[src/rtl/nx_constants_pkg.sv]
`default_nettype none
// =============================================================================
// Module   : nx_constants_pkg
// Brief    : Shared mesh-node types and arbitration scheme constants.
// Revision : 1.0 - initial release
// =============================================================================
package nx_constants_pkg;

    localparam int unsigned NX_MSG_W = 32;
    localparam int unsigned NX_DIR_W = 3;

    typedef logic [NX_MSG_W-1:0] nx_message_t;
    typedef logic [NX_DIR_W-1:0] nx_direction_t;

    // Scheme names are carried as fixed-width character vectors so they can be
    // compared at elaboration time by both the combiner and the arbiter.
    localparam int unsigned NX_ARB_SCHEME_W = 8 * 12;
    typedef logic [NX_ARB_SCHEME_W-1:0] nx_arb_scheme_t;

    localparam nx_arb_scheme_t NX_ARB_ROUND_ROBIN = NX_ARB_SCHEME_W'("round_robin");
    localparam nx_arb_scheme_t NX_ARB_PRIORITY    = NX_ARB_SCHEME_W'("priority");

    function automatic logic nx_arb_is_priority(input nx_arb_scheme_t scheme);
        return (scheme == NX_ARB_PRIORITY);
    endfunction

endpackage
`default_nettype wire

[src/rtl/nx_rr_picker.sv]
`default_nettype none
// =============================================================================
// Module   : nx_rr_picker
// Brief    : Combinational rotating picker: first request at or after ptr_i.
// Revision : 1.0 - initial release
// =============================================================================
module nx_rr_picker #(
    parameter int unsigned N = 4,
    localparam int unsigned W = $clog2(N)
) (
    input  logic [N-1:0] req_i,
    input  logic [W-1:0] ptr_i,
    output logic [N-1:0] grant_o,
    output logic [W-1:0] idx_o
);

    logic         w_found;
    logic [W:0]   w_pos;

    always_comb begin
        grant_o = '0;
        idx_o   = '0;
        w_found = 1'b0;
        w_pos   = '0;
        for (int k = 0; k < int'(N); k++) begin
            // Modulo-N wrap without a divider: N need not be a power of two.
            w_pos = {1'b0, ptr_i} + (W+1)'(k);
            if (w_pos >= (W+1)'(N)) begin
                w_pos = w_pos - (W+1)'(N);
            end
            if (!w_found && req_i[w_pos[W-1:0]]) begin
                w_found                 = 1'b1;
                grant_o[w_pos[W-1:0]]   = 1'b1;
                idx_o                   = w_pos[W-1:0];
            end
        end
    end

endmodule
`default_nettype wire

[src/rtl/nx_stream_arbiter.sv]
`default_nettype none
// =============================================================================
// Module   : nx_stream_arbiter
// Brief    : N-way message stream arbiter with a single registered output slot.
// Revision : 1.0 - initial release
// =============================================================================
module nx_stream_arbiter
    import nx_constants_pkg::*;
#(
    parameter int unsigned    INPUTS       = 4,
    parameter nx_arb_scheme_t ARB_SCHEME   = NX_ARB_ROUND_ROBIN,
    parameter int unsigned    STARVE_LIMIT = 8
) (
    input  logic                         clk_i,
    input  logic                         rst_i,
    input  nx_message_t   [INPUTS-1:0]   in_data_i,
    input  nx_direction_t [INPUTS-1:0]   in_dir_i,
    input  logic          [INPUTS-1:0]   in_valid_i,
    output logic          [INPUTS-1:0]   in_ready_o,
    output nx_message_t                  comb_data_o,
    output nx_direction_t                comb_dir_o,
    output logic [$clog2(INPUTS)-1:0]    comb_src_o,
    output logic                         comb_valid_o,
    input  logic                         comb_ready_i
);

    localparam int unsigned SRC_W     = $clog2(INPUTS);
    localparam bit          c_is_prio = nx_arb_is_priority(ARB_SCHEME);

    logic [INPUTS-1:0] w_pick_req;
    logic [INPUTS-1:0] w_grant;
    logic [INPUTS-1:0] w_ready;
    logic [INPUTS-1:0] w_xfer_vec;
    logic [SRC_W-1:0]  w_pick_ptr;
    logic [SRC_W-1:0]  w_idx;
    logic              w_slot_free;
    logic              w_xfer;

    logic              r_valid;
    nx_message_t       r_data;
    nx_direction_t     r_dir;
    logic [SRC_W-1:0]  r_src;

    nx_rr_picker #(
        .N       (INPUTS)
    ) u_picker (
        .req_i   (w_pick_req),
        .ptr_i   (w_pick_ptr),
        .grant_o (w_grant),
        .idx_o   (w_idx)
    );

    // Reset gates ready so nothing is accepted on an edge that samples reset.
    assign w_slot_free = !r_valid || comb_ready_i;
    assign w_ready     = w_grant & {INPUTS{w_slot_free && !rst_i}};
    assign w_xfer_vec  = in_valid_i & w_ready;
    assign w_xfer      = |w_xfer_vec;

    generate
        if (c_is_prio) begin : g_prio
            localparam logic [7:0] c_limit = 8'(STARVE_LIMIT);
            logic [INPUTS-1:0] w_starved;

            for (genvar i = 0; i < int'(INPUTS); i++) begin : g_wait
                logic [7:0] r_wait;

                always_ff @(posedge clk_i or posedge rst_i) begin
                    if (rst_i) begin
                        r_wait <= '0;
                    end else if (!in_valid_i[i] || w_xfer_vec[i]) begin
                        r_wait <= '0;
                    end else if (r_wait != c_limit) begin
                        r_wait <= r_wait + 8'd1;
                    end
                end

                assign w_starved[i] = in_valid_i[i] && (r_wait == c_limit);
            end

            // Starved inputs pre-empt plain priority; lowest index still wins.
            assign w_pick_req = (|w_starved) ? w_starved : in_valid_i;
            assign w_pick_ptr = '0;
        end else begin : g_rr
            logic [SRC_W-1:0] r_ptr;

            always_ff @(posedge clk_i or posedge rst_i) begin
                if (rst_i) begin
                    r_ptr <= '0;
                end else if (w_xfer) begin
                    r_ptr <= (w_idx == SRC_W'(INPUTS - 1)) ? '0 : w_idx + SRC_W'(1);
                end
            end

            assign w_pick_req = in_valid_i;
            assign w_pick_ptr = r_ptr;
        end
    endgenerate

    always_ff @(posedge clk_i or posedge rst_i) begin
        if (rst_i) begin
            r_valid <= 1'b0;
            r_data  <= '0;
            r_dir   <= '0;
            r_src   <= '0;
        end else if (w_slot_free) begin
            r_valid <= w_xfer;
            if (w_xfer) begin
                r_data <= in_data_i[w_idx];
                r_dir  <= in_dir_i[w_idx];
                r_src  <= w_idx;
            end
        end
    end

    assign in_ready_o   = w_ready;
    assign comb_data_o  = r_data;
    assign comb_dir_o   = r_dir;
    assign comb_src_o   = r_src;
    assign comb_valid_o = r_valid;

endmodule
`default_nettype wire
[config.mk]
export PLATFORM = sky130hd
export DESIGN_NAME = nx_stream_arbiter
export DESIGN_NICKNAME = d
export VERILOG_FILES = /design/src/rtl/nx_constants_pkg.sv /design/src/rtl/nx_rr_picker.sv /design/src/rtl/nx_stream_arbiter.sv
export SDC_FILE = /design/constraint.sdc
export NUM_CORES = 1
export LEC_CHECK = 0
export ABC_AREA = 0
export BUFFER_PORTS_ARGS = -buffer_cell sky130_fd_sc_hd__buf_2
export CORE_MARGIN = 2
export CORE_UTILIZATION = 44
export CTS_CLUSTER_DIAMETER = 120
export DETAILED_ROUTE_END_ITERATION = 7
export GPL_ROUTABILITY_DRIVEN = 0
export HOLD_SLACK_MARGIN = 0.03
export PLACE_DENSITY_LB_ADDON = 0.3
export SLEW_MARGIN = 20
export SYNTH_ARGS = -nofsm -noshare
export SYNTH_HDL_FRONTEND = slang
export SYNTH_SLANG_ARGS = --single-unit
[constraint.sdc]
create_clock -name clk_i -period 4.2 [get_ports clk_i]
set_input_delay 1.26 -clock clk_i [delete_from_list [all_inputs] [get_ports clk_i]]
set_output_delay 1.26 -clock clk_i [all_outputs]
set_load 0.01 [all_outputs]
==> flow_summary_export.csv <==
group,metric,value,unit
cells_and_area,antenna_cells,0,
cells_and_area,syn_to_final_growth,36.6,%
route,routed_via_density,5.28,
global_routing,grt_overflow_total,0,
synth,netlist_instances,218,
clock_network,hold_buffers,0,
floorplanning,fp-row-count,30,
flow_run,cap_viol_max_count,0,
synth,yosysTopAreaCell,"dfrtp_1",
synth,ys_ff_latch,40,
worst_setup_path,worstPathRequired,2.94,ns
sta,max_freq,246,MHz
route,drc,0,
sta,finalSetupTns,0,ns
min_path,min_path_type,"register to register",
clock_network,h-tree-depth,2,
clock_network,cts_resized,0,
clock_network,clock_sinks,40,
pwr,leakage,2.14,nW
global_routing,grt_max_degree,41,
floorplanning,die_w,88.2,um
clock_network,clk_latency,0.29,ns
placement,port_buffers,188,
cells_and_area,nFillCells,581,
route,highest_layer,"met4",
sta,fin_skew,0.00623,ns
global_routing,antenna_found_initial,0,
synth,avgSynthCellArea,14.3,um2
placement,dp_slack,0.146,ns
synth,ys.warnings.count,0,
floorplanning,die_area,7780,um2
sta,relSlewSlack,45.0,%
floorplanning,core-area,6830,um2
sta,hold-worst-slack,0.483,ns
sta,final_hold_viol_count,0,
clock_network,clk_pin_slew,0.07,ns
worst_setup_path,critPathKind,"input pin to output pin",
synth,synth_top_area_share,32.1,%
synth,synth_nets,373,
synth,synthMuxAreaShare,46.7,%
clock_network,root_buffer,"clkbuf_8",
route,met2WireLength,4.41,mm
synth,yosysUniqueCellTypes,40,
cells_and_area,final_cell_mix,"buf_2 (188), dfrtp_1 (40), mux2_4 (30), mux4_2 (29), nor2_1 (14)",
cells_and_area,drive_above_1_share,67.1,%
synth,synthSimpleGateAreaFrac,4.53,%
sta,rsz0062_at_grt,"no",
pwr,p_total,3.43,mW
sta,final.min_clock_period,4.06,ns
worst_setup_path,cp.arrival,2.80,ns
cells_and_area,multi_input_area,2010,um2
synth,synthXorXnorAreaFrac,0,%
placement,placed_cell_area,4170,um2
worst_setup_path,cp-start-kind,"input pin",
sta,worstMarginPinSlew,0.822,ns
clock_network,cts_made_buffers,5,
route,m1WireLength,3.12,mm
synth,seq_area_frac_synth,32.1,%
cells_and_area,nNetsFinal,558,
sta,maxSlewViolCount,0,
sta,setup_viol,0,
synth,synth-adder-area-share,3.21,%
synth,yosys-top-cells-area,"dfrtp_1 (32%), mux4_2 (21%), mux2_4 (14%)",
pwr,power_density,806,nW/um2
pwr,peakVddDrop,0.000396,V
route,drt-pass1-iter-count,4,
sta,fin_ws,0.137,ns
synth,syn-cell-area,3120,um2
worst_setup_path,crit_fanout,11,
floorplanning,fp.dieH,88.2,um
route,wl_per_cell,16.6,um
global_routing,grt_usage,19.8,%
clock_network,post-cts-setup-buffers,0,
synth,synth_compound_area_share,9.26,%
cells_and_area,final_common_cell,"buf_2",
sta,min_period_over_period,96.7,%
route,wl_met3,605,um
clock_network,clockBufferDepth,2,
cells_and_area,regArea,1000,um2
route,antenna_left,0,
cells_and_area,fin_area,4260,um2
synth,synth_top_family_by_area,"multiplexers",
placement,dp_hpwl,6.64,mm
outcome,status,"finished, final reports clean",
floorplanning,start_util,45.7,%
global_routing,grt_pass1_vias,2506,
floorplanning,ios,189,
clock_network,cts_tree,"built",
global_routing,grt_pass1_wl,11.8,mm
route,finalWirelength,8.29,mm
route,vias,2641,
route,drtIter0Drc,80,
worst_setup_path,endpoint_kind,"output pin",
[layout make-up]
| type | instances | share of cell area [%] |
|---|---|---|
| clock buffers | 6 | 1.94 |
| flip-flops and latches | 40 | 23.5 |
| inverters | 6 | 0.528 |
| multi-input cells | 155 | 47.1 |
| well taps | 96 | 2.82 |
| repair buffers | 195 | 23.9 |
| clock inverters | 2 | 0.235 |
[cells in the mapped netlist]
master / instances
a2111oi_2: 1
a211oi_1: 3
a21o_1: 5
a21o_4: 1
a21oi_1: 6
a22oi_1: 4
a311oi_2: 1
and2_1: 1
and3_1: 1
and3b_1: 1
buf_2: 4
buf_4: 3
buf_6: 4
clkbuf_1: 6
dfrtp_1: 40
ha_1: 8
inv_1: 6
mux2_1: 10
mux2_2: 2
mux2_4: 30
mux2i_1: 6
mux4_1: 6
mux4_2: 29
nand2_1: 7
nand2b_1: 1
nand3b_1: 1
nor2_1: 14
nor2b_1: 1
nor3_1: 1
nor3b_1: 1
o2111a_1: 1
o211a_1: 1
o211ai_1: 1
o21ai_0: 3
o21ai_1: 1
o21ai_4: 1
o221ai_1: 2
o311ai_4: 1
o31ai_1: 2
or3b_1: 1
[layer usage]
layer | vias to the layer above | GRT usage (%)
met5 | - | 0
met1 | 1276 | 23.9
met2 | 122 | 35.3
li1 | 1232 | -
met3 | 11 | 4.76
met4 | 0 | 5.51
[power breakdown]
group / switching, mW / internal [mW]
sequential: 0.105 / 0.600
combinational: 1.09 / 1.37
clock: 0.134 / 0.131
total: 1.33 / 2.11
[worst max-delay path, cell delays in order]
cell and delay [ns]:
buf_2 0.17, mux2_2 0.30, mux2i_1 0.35, o211ai_1 0.14, a21oi_1 0.22, a21o_1 0.12
and2_1 0.11, buf_2 0.13
[stage by stage]
stage                     std cells  util [%]
after floorplan                 218         -
after global placement          492      61.1
after detailed placement        492      61.1
after CTS                       500      62.4
after global routing            500      62.4
final                           500      62.4
[sequential cells by signal, summed over array words and instances, names as in the netlist]
| name | count |
|---|---|
| comb_dir_o | 3 |
| comb_data_o | 32 |
| comb_src_o | 2 |
| g_rr.r_ptr | 2 |
| comb_valid_o | 1 |
[kinds of logic (layout without fill, tap and decap cells)]
group | after synthesis | after routing
buffers and inverters | 23 | 209
muxes | 83 | 83
DFF | 40 | 40
and+or+nand+nor | 30 | 30
adders and majority gates | 8 | 8
AOI/OAI and AO/OA | 34 | 34
[path summary, 6_finish.rpt]
path,slack [ns],to,startpoint,depth (start not counted)
worst max-delay path,0.14,in_ready_o[2],in_valid_i[2],8
worst min-delay path,0.48,comb_src_o[0],comb_src_o[0],1
worst max register to register,0.85,comb_data_o[14],g_rr.r_ptr[0],9
worst min register to register,0.48,comb_src_o[0],comb_src_o[0],1
max in group asynchronous,2.70,comb_dir_o[2],rst_i,3
min in group asynchronous,0.84,comb_data_o[15],rst_i,2
Note: power is estimated with default switching activity, not from simulation.
